[config.mk]
export PLATFORM = sky130hd
export DESIGN_NAME = mem_stage
export DESIGN_NICKNAME = d
export VERILOG_FILES = /design/src/rtl/mem_stage.sv
export SDC_FILE = /design/constraint.sdc
export NUM_CORES = 1
export LEC_CHECK = 0
export CAP_MARGIN = 20
export CORE_ASPECT_RATIO = 1.4
export CORE_MARGIN = 4
export CORE_UTILIZATION = 38
export CTS_CLUSTER_SIZE = 16
export DETAILED_ROUTE_END_ITERATION = 6
export PLACE_DENSITY = 0.88
export REMOVE_ABC_BUFFERS = 1
export SLEW_MARGIN = 10
export SYNTH_ARGS = -nofsm -noshare
export SYNTH_HDL_FRONTEND = slang
export SYNTH_SLANG_ARGS = --single-unit
[constraint.sdc]
create_clock -name clk -period 4.72 [get_ports clk]
set_input_delay 1.18 -clock clk [delete_from_list [all_inputs] [get_ports clk]]
set_output_delay 1.18 -clock clk [all_outputs]
set_load 0.02 [all_outputs]
[src/rtl/mem_stage.sv]
`default_nettype none
// ============================================================================
// mem_stage : pipeline memory stage (next-PC, multi-cycle load/store, stall)
// Optional: MEM_ALIGN_CHECK_EN enables odd-address access rejection.
// Revision  : 1.0
// ============================================================================
module mem_stage #(
  parameter int MAX_WAIT = 15
) (
  input  logic        clk,
  input  logic        rst,
  input  logic        valid_in,
  input  logic [15:0] alu_in,
  input  logic [15:0] readData2_in,
  input  logic        MemRead_in,
  input  logic        MemWrt_in,
  input  logic        halt_in,
  input  logic        branchtake_in,
  input  logic        PC_or_add_in,
  input  logic        ALUJmp_in,
  input  logic [15:0] SgnExt_in,
  input  logic [15:0] pc2_in,
  output logic [15:0] dm_addr,
  output logic [15:0] dm_wdata,
  output logic        dm_rd,
  output logic        dm_wr,
  input  logic [15:0] dm_rdata,
  input  logic        dm_done,
  output logic [15:0] newPC,
  output logic [15:0] mem_data_out,
  output logic        stall,
  output logic        wb_valid_out,
  output logic        halt_out,
  output logic        err_out
);

  localparam logic [7:0] MAX_W = 8'(MAX_WAIT);

  typedef enum logic [1:0] {
    IDLE = 2'd0,
    WAIT = 2'd1,
    DONE = 2'd2
  } state_t;

  state_t      state, state_nxt;
  logic [7:0]  cnt;
  logic [7:0]  cnt_inc;
  logic [15:0] data_q;
  logic        halt_q;
  logic        err_q;
  logic        rd_op_q;
  logic        access;
  logic        misalign;
  logic        timeout;

  assign access  = valid_in & (MemRead_in | MemWrt_in) & ~halt_q;
  assign cnt_inc = cnt + 8'd1;
  assign timeout = (cnt_inc == MAX_W);

`ifdef MEM_ALIGN_CHECK_EN
  assign misalign = alu_in[0];
`else
  assign misalign = 1'b0;
`endif

  assign dm_addr      = alu_in;
  assign dm_wdata     = readData2_in;
  assign mem_data_out = data_q;
  assign halt_out     = halt_q;
  assign err_out      = err_q;
  assign wb_valid_out = valid_in & ~stall;

  always_comb begin
    if (ALUJmp_in)
      newPC = alu_in;
    else if (branchtake_in || PC_or_add_in)
      newPC = pc2_in + SgnExt_in;
    else
      newPC = pc2_in;
  end

  always_comb begin
    state_nxt = state;
    dm_rd     = 1'b0;
    dm_wr     = 1'b0;
    stall     = 1'b0;
    case (state)
      IDLE: begin
        if (access && !misalign) begin
          // Write takes precedence when both read and write are flagged.
          dm_wr     = MemWrt_in;
          dm_rd     = MemRead_in & ~MemWrt_in;
          stall     = 1'b1;
          state_nxt = WAIT;
        end
      end
      WAIT: begin
        stall = 1'b1;
        if (dm_done || timeout)
          state_nxt = DONE;
      end
      DONE: begin
        state_nxt = IDLE;
      end
      default: begin
        state_nxt = IDLE;
      end
    endcase
  end

  always_ff @(posedge clk) begin
    if (rst) begin
      state   <= IDLE;
      cnt     <= 8'd0;
      data_q  <= 16'h0000;
      halt_q  <= 1'b0;
      err_q   <= 1'b0;
      rd_op_q <= 1'b0;
    end else begin
      state <= state_nxt;
      case (state)
        IDLE: begin
          if (access && !misalign) begin
            cnt     <= 8'd0;
            rd_op_q <= MemRead_in & ~MemWrt_in;
          end else if (access && misalign) begin
            err_q  <= 1'b1;
            data_q <= 16'hFFFF;
          end
        end
        WAIT: begin
          cnt <= cnt_inc;
          // A completion in the final allowed cycle beats the timeout.
          if (dm_done) begin
            if (rd_op_q)
              data_q <= dm_rdata;
          end else if (timeout) begin
            err_q  <= 1'b1;
            data_q <= 16'hFFFF;
          end
        end
        default: begin
        end
      endcase
      if ((state == IDLE || state == DONE) && valid_in && halt_in)
        halt_q <= 1'b1;
    end
  end

endmodule
`default_nettype wire

* Yosys cells after proc, flatten, opt, wreduce, memory -nomap -nowiden *
Cells that the tools add are included.

cells by class
  equality and inequality tests = 6
  $add $sub $neg = 2
  reductions and logical operators = 13
  bitwise gates (word level) = 9
  multiplexer cells = 16

operators by type and width
  operator               count
  $mux W16               5
  $add A16 B16 Y16       1
  $pmux W8 S2            1
  $add A8 B1 Y8 const B  1
  $eq A8 B4 Y1 const B   1
  $mux W8                1
  $reduce_and A2 Y1      3
  $reduce_and A3 Y1      2
  $mux W1                5
  $and A1 B1 Y1          4
  $mux W2                2
  $ne A2 B2 Y1 const B   2
  $not A1 Y1             4
  $pmux W2 S2            1
  $reduce_bool A2 Y1     2
  $logic_or A1 B1 Y1     3
  $eq A2 B1 Y1 const B   1
  $eq A2 B2 Y1 const B   1
  $logic_and A1 B1 Y1    2
  $logic_not A2 Y1       1
  $ne A2 B1 Y1 const B   1
  $pmux W1 S2            1
  $or A1 B1 Y1           1

storage, ports and cells
  register bits = 29
  input bits = 90
  output and inout port bits = 70

* Logic depth before layout (Yosys ltp) *
Gate-level depths: netlist of run 1.

  depth after elaboration = 7
  gate-level depth with buffers = 9
  mapped depth without buffers = 9

* Worst setup path after synthesis of run 1 *
No wires, ideal clock.

  path type = input port to output port
  start = input SgnExt_in[0]
  end = output newPC[14]
  arrival = 3313 ps
  buffers on the path = 0
  stages on the path = 9
  slack = 227 ps
  cells stage by stage = ha_1 fa_1 a21oi_1 o21ai_1 a21oi_1 a21oi_1 a221oi_2 nor4b_1 a211oi_1

between the ends
  word-level cells in the longest chain between the ends = 3

RTL lines
  item              line  text
  start, declared   21    input logic [15:0] SgnExt_in,
  $add A16 B16 Y16  77    newPC = pc2_in + SgnExt_in;
  $mux W16          76    else if (branchtake_in || PC_or_add_in)
  $mux W16          74    if (ALUJmp_in)
  end, declared     29    output logic [15:0] newPC,

Every way passes these cells.

* Worst setup path after layout of run 1 *
  start = input SgnExt_in[2]
  end = output newPC[10]

Same word-level chain as after synthesis.

==> impl_metrics.ini, run 1 <==
[run_status]
outcome = complete, no violations

[setup_path]
crit_chain = clkdlybuf4s50_1 > ha_2 > a21oi_4 > o21ai_2 > a21oi_2 > buf_4 > o21bai_1 > a21o_1 > mux2i_1 > o311a_1 > buf_4
end_kind = output port
r2r_start = cnt[0]
reg2reg_to = mem_data_out[14]
worstSetupPathType = input port to output port
reg2reg_slack_ps = 2550
rr_worst_depth = 8
slowest_delay_ps = 500
critPathBufInv = 3
critPathTopFamily = compound AO/OA/AOI/OAI gates
slowest_stage = clkdlybuf4s50_1
cp_common_cell = buf_4
crit_path_max_fanout = 3
arrival_ps = 3490
startpoint_type = input port
required_ps = 3540

[cts]
cts_buffer_depth = 2
cts_tree = built
worstSkewPairLatency_ps = 280
cts_hold_buffers = 0
clock_sinks = 29
clkTransAtPathRegs_ps = 60
h-tree-depth = 2
cts_root_buffer = clkbuf_8
numCtsBuffers = 5

[pwr]
vdd_drop_max_uv = 194.7
power_density_mw_per_mm2 = 195.8
p_total_w = 0.0008319
p_leak_nw = 1.844

[floorplan]
initial_core_util = 0.3932
core_sq_mm = 0.006656
die_x_um = 78.15
fp-row-count = 35
die-area_sq_mm = 0.008299
io_pins = 160
die_height_um = 106.2

[timing]
relSlewSlack = 0.6117
worst_pin_slew_ps = 580.8
hold_viol_final = 0
hold_slack_ps = 475.0
clock_skew_ps = 4.832
fin_crit_sh = 0.9891
slew_viol_final = 0
max_freq_ghz = 0.2142
fin_crit_ps = 4669
setup_viol = 0

[yosys]
synth_edf_count = 0
syn_area_sq_mm = 0.002618
syn-instance-count = 332
yosys_warnings = 0
ys_async_sr_fraction = 0
synth_top_area_cell = dfxtp_1
synth.distinct_cells = 53
synth_area_leaders = dfxtp_1, buf_4, ha_1
ys_seq_elements = 29
synthFlopType = dfxtp_1
synth.yosys.seq_area_share = 0.2218
synth.top_cell.area_share = 0.2218
postSynthAreaPerCell_sq_um = 7.884
synth_most_common_cell = nor2_1
synthTopCellsByCount = nor2_1, a21oi_1, buf_4, dfxtp_1

[grt]
grt.total_usage = 0.2066
antenna_found_initial = 0
grt_start_max_net_pins = 20
grt-ovfl-total = 0
grt_first_pass_wirelength_um = 13900
grt_pass1_vias = 2999

[job]
cap_violations = 0

[min_path]
whs_endpoint = err_out
hp-start = err_out
hold-path-cell-count = 2
hp-class = flop to flop

[drt]
drt-total-wl_um = 9264
wl_per_cell_um = 16.69
ant_nets = 0
drc = 0
vias_per_cell = 5.407
drt_iter0_drc = 129
drtPass1Iterations = 4
vias = 3001

[placed_design]
dp.cells = 547
port_buffers = 127
place_congestion = 0.8820
hpwl_um = 7150

[cells_and_area]
drive_gt1_frac = 0.2268
final_nets = 572
fin_cells = 555
area_growth_pct = 62.28
antenna_cells = 0
[layout make-up]
cell class / instances / area (sq um)
Clock buffer: 5 / 68.82
Clock inverter: 1 / 5.005
Fill cell: 524 / 2409
Inverter: 7 / 26.28
Multi-Input combinational cell: 249 / 1852
Sequential cell: 29 / 580.6
Tap cell: 92 / 115.1
Timing Repair Buffer: 172 / 1600
[logic make-up (layout without fill, tap and decap cells)]
group,count (synthesis),count (layout),synth area share
xor gates and xnor gates,16,16,0.05641
and+or+nand+nor,105,105,0.2094
buffers and inverters,54,185,0.1262
AOI/OAI and AO/OA,101,101,0.2605
DFF,29,29,0.2218
muxes,9,9,0.03681
adders and majority gates,18,18,0.08891
[per-layer routing]
metal  wire length [um]  global-route usage  vias to the layer above  share of wire
li1                   -                   -                     1399              -
met1               3333              0.1969                     1385           0.36
met2               4610              0.3781                      194           0.50
met3               1005             0.08390                       23           0.11
met4                314              0.1000                        0          0.034
met5                  0                   0                        -              0
[flip-flops by register name (all words and copies together), names as in the netlist]
name,cells
mem_data_out,16
cnt,8
state,2
err_out,1
halt_out,1
rd_op_q,1
[report_power, final]
part | leakage (nW) | internal (W) | total (W) | switching [W]
Sequential | 0.234 | 0.000248 | 0.000251 | 0.00000280
Clock | 0.0399 | 0.0000965 | 0.000182 | 0.0000859
Combinational | 1.57 | 0.000213 | 0.000398 | 0.000186
Total | 1.84 | 0.000558 | 0.000832 | 0.000274
[timing repair]
item                       CTS  global route
setup endpoints to repair   12            12
resized for setup           42            29
pin swaps                    6            13
setup buffers                0             2
[worst max-delay path by stage]
stage,start,to,slack (ps),cells after the start
after floorplan,SgnExt_in[0],newPC[14],210,9
after global placement,pc2_in[0],newPC[10],-620,12
after detailed placement,pc2_in[0],newPC[10],-690,12
after CTS,pc2_in[0],newPC[10],-20,12
after global routing,SgnExt_in[2],newPC[10],-30,11
final,SgnExt_in[2],newPC[10],50,11
[tightest hold or removal path: stages, from the launching register on]
cell	delay [ps]
dfxtp_1	330
a21oi_1	40
nor2_1	70
[cell usage in the layout (no fill, tap or decap), types with 5 or more instances in the layout]
cell type	n
nor2_1	43
nand2_1	18
clkbuf_8	5
xnor2_1	12
dfxtp_1	29
o21ai_0	9
o21bai_1	18
a21oi_2	16
buf_4	49
nand3_1	5
a21oi_1	24
inv_1	7
mux2_2	5
dlymetal6s2s_1	6
dlygate4sd2_1	8
ha_1	11
nor3_1	5
nand2b_1	5
a21o_1	5
clkdlybuf4s50_1	107
[metrics by stage]
step,TNS [ps],instance area [sq um],util,setup slack (ps)
2_1_floorplan,0,2313,-,207.7
3_3_place_gp,-4472,4023,0.6043,-622.9
3_5_place_dp,-5291,4023,0.6043,-688.1
4_1_cts,-23.93,4118,0.6186,-23.93
5_1_grt,-68.34,4248,0.6382,-33.36
6_report,0,4248,0.6382,51.31
No activity file was read; power rests on OpenSTA's default activity.
==> run 2, diff against run 1 <==
--- a/config.mk
+++ b/config.mk
@@ -6,9 +6,10 @@
 export NUM_CORES = 1
 export LEC_CHECK = 0
 export CAP_MARGIN = 20
-export CORE_ASPECT_RATIO = 1.4
+export CORE_ASPECT_RATIO = 2
 export CORE_MARGIN = 4
 export CORE_UTILIZATION = 38
+export CTS_CLUSTER_DIAMETER = 80
 export CTS_CLUSTER_SIZE = 16
 export DETAILED_ROUTE_END_ITERATION = 6
 export PLACE_DENSITY = 0.88
==> run 2 against run 1 <==
Against the previous run: combinational power decreased by 5.5%; fmax increased by 0.92%; routed wire length decreased by 3.5%; clock power increased by 82%; critical path depth unchanged; global-route usage decreased by 0.092 points; non-clock buffer count decreased by 6; via count decreased by 3.3%; utilization decreased by 0.074 points.
==> impl_metrics.ini, run 2 (synthesis gave the netlist of run 1 again) <==
[setup_path]
critPathBufInv = 3
slowest_delay_ps = 470
slowest_stage = clkdlybuf4s50_1
end_kind = output port
critPathTopFamily = compound AO/OA/AOI/OAI gates
arrival_ps = 3450
worstSetupPathType = input port to output port
startpoint_type = input port
crit_chain = clkdlybuf4s50_1 > ha_4 > nand3_1 > a21oi_2 > o211ai_1 > buf_4 > a211o_1 > a31oi_2 > xnor2_1 > o21ai_1 > buf_2
required_ps = 3540
crit_path_max_fanout = 4

[cells_and_area]
final_nets = 566
largest_reg_flops = 16
mostFrequentLayoutCells = clkdlybuf4s50_1, nor2_1, buf_4, dfxtp_1, a21oi_1
layout_commonest_cell = clkdlybuf4s50_1
fin_cells = 547
drive_gt1_frac = 0.2157
area_growth_pct = 62.52
fillers = 513
antenna_cells = 0

[drt]
wl_per_cell_um = 16.35
drtPass1Iterations = 4
drc = 0
vias_per_cell = 5.305
drt-total-wl_um = 8943
ant_nets = 0
vias = 2902
drt_iter0_drc = 97

[pwr]
swShare = 0.2966
p_switching_w = 0.0002846
p_clk_frac = 0.345
p_leak_nw = 1.835
p_int_w = 0.0006749
p_total_w = 0.0009595
pwr-share-seq = 0.263
power_density_mw_per_mm2 = 225.5
vdd_drop_max_uv = 297.5
p_comb_frac = 0.392

[floorplan]
die_height_um = 125.4
fp-row-count = 42
die-area_sq_mm = 0.008360
initial_core_util = 0.3922
io_pins = 160
die_x_um = 66.69
core_sq_mm = 0.006674

[timing]
setup_viol = 0
worst_pin_slew_ps = 608.1
relSlewSlack = 0.5946
hold_viol_final = 0
fin_crit_sh = 0.9801
clock_skew_ps = 4.609
fin_crit_ps = 4626
hold_slack_ps = 483.7
rsz0062_at_grt = true
slew_viol_final = 0
max_freq_ghz = 0.2162

[grt]
grt_first_pass_wirelength_um = 13780
grt-ovfl-total = 0
grt_start_max_net_pins = 36
grt.total_usage = 0.2057
antenna_found_initial = 0
grt_pass1_vias = 2963

[min_path]
hp-class = flop to flop

[cts]
h-tree-depth = 2
clock_sinks = 29
cts_tree = built
cts_root_buffer = clkbuf_16
worstSkewPairLatency_ps = 280
clkTransAtPathRegs_ps = 50
cts_buffer_depth = 2
numCtsBuffers = 5

[run_status]
outcome = complete, no violations

[placed_design]
dp.cells = 533
port_buffers = 127
place_congestion = 0.9380
hpwl_um = 6992

[job]
cap_violations = 0
-- run 2: changes by cell type in the layout (fill, tap and decap cells not counted), sizes merged --
cell	delta
clkbuf	+2
dlymetal6s2s	-1
clkdlybuf4s50	+1
dlygate4sd2	-1
buf	-5
-- run 2: final cells by class --
type	count	area, sq um	area share
timing repair buffer	166	1541	0.3624
clock buffer	7	152.6	0.03588
clock inverter	1	5.005	0.001176
multi-input combinational	249	1838	0.4321
inverter	7	26.28	0.006176
sequential	29	580.6	0.1365
tap	88	110.1	0.02588
-- run 2: worst paths after layout --
path	start	depth (start not counted)	end	slack [ps]
worst min register to register	err_out	2	err_out	480
worst min-delay path	err_out	2	err_out	480
worst max-delay path	pc2_in[7]	11	newPC[15]	90
worst max register to register	cnt[0]	8	mem_data_out[3]	2500
-- run 2: power groups by stage --
stage	registers (W)	clock network [W]	logic [W]
final	0.000252	0.000331	0.000376
after global routing	0.000252	0.000344	0.000406
after CTS	0.000252	0.000335	0.000354
after detailed placement	0.000257	0	0.000358
after global placement	0.000256	0	0.000349
after floorplan	0.000258	0	0.000155
-- run 2: per-layer routing --
layer / vias up / wire length (um) / global-route usage
met5: - / 0 / 0
met4: 0 / 263 / 0.07904
met3: 16 / 1149 / 0.08797
met1: 1311 / 3025 / 0.1905
li1: 1397 / - / -
met2: 178 / 4504 / 0.3788
-- run 2: stage by stage --
step / worst slack [ps] / setup TNS [ps] / area (sq um) / util
6_report: 94.07 / 0 / 4254 / 0.6374
5_1_grt: -45.23 / -62.76 / 4254 / 0.6374
4_1_cts: -60.99 / -60.99 / 4114 / 0.6164
3_5_place_dp: -668.9 / -4772 / 3943 / 0.5907
3_3_place_gp: -546.4 / -3825 / 3943 / 0.5907
2_1_floorplan: 207.7 / 0 / 2313 / -
-- run 2: tightest hold or removal path: stages (launching register included) --
cell and delay (ps):
dfxtp_1 330, a21oi_1 50, nor2_1 70
-- run 2: timing repair --
action	4_1_cts	5_1_grt
gates resized for setup	41	22
setup endpoints to repair	12	10
setup buffers	2	4
hold buffers	0	0
pin swaps	4	8
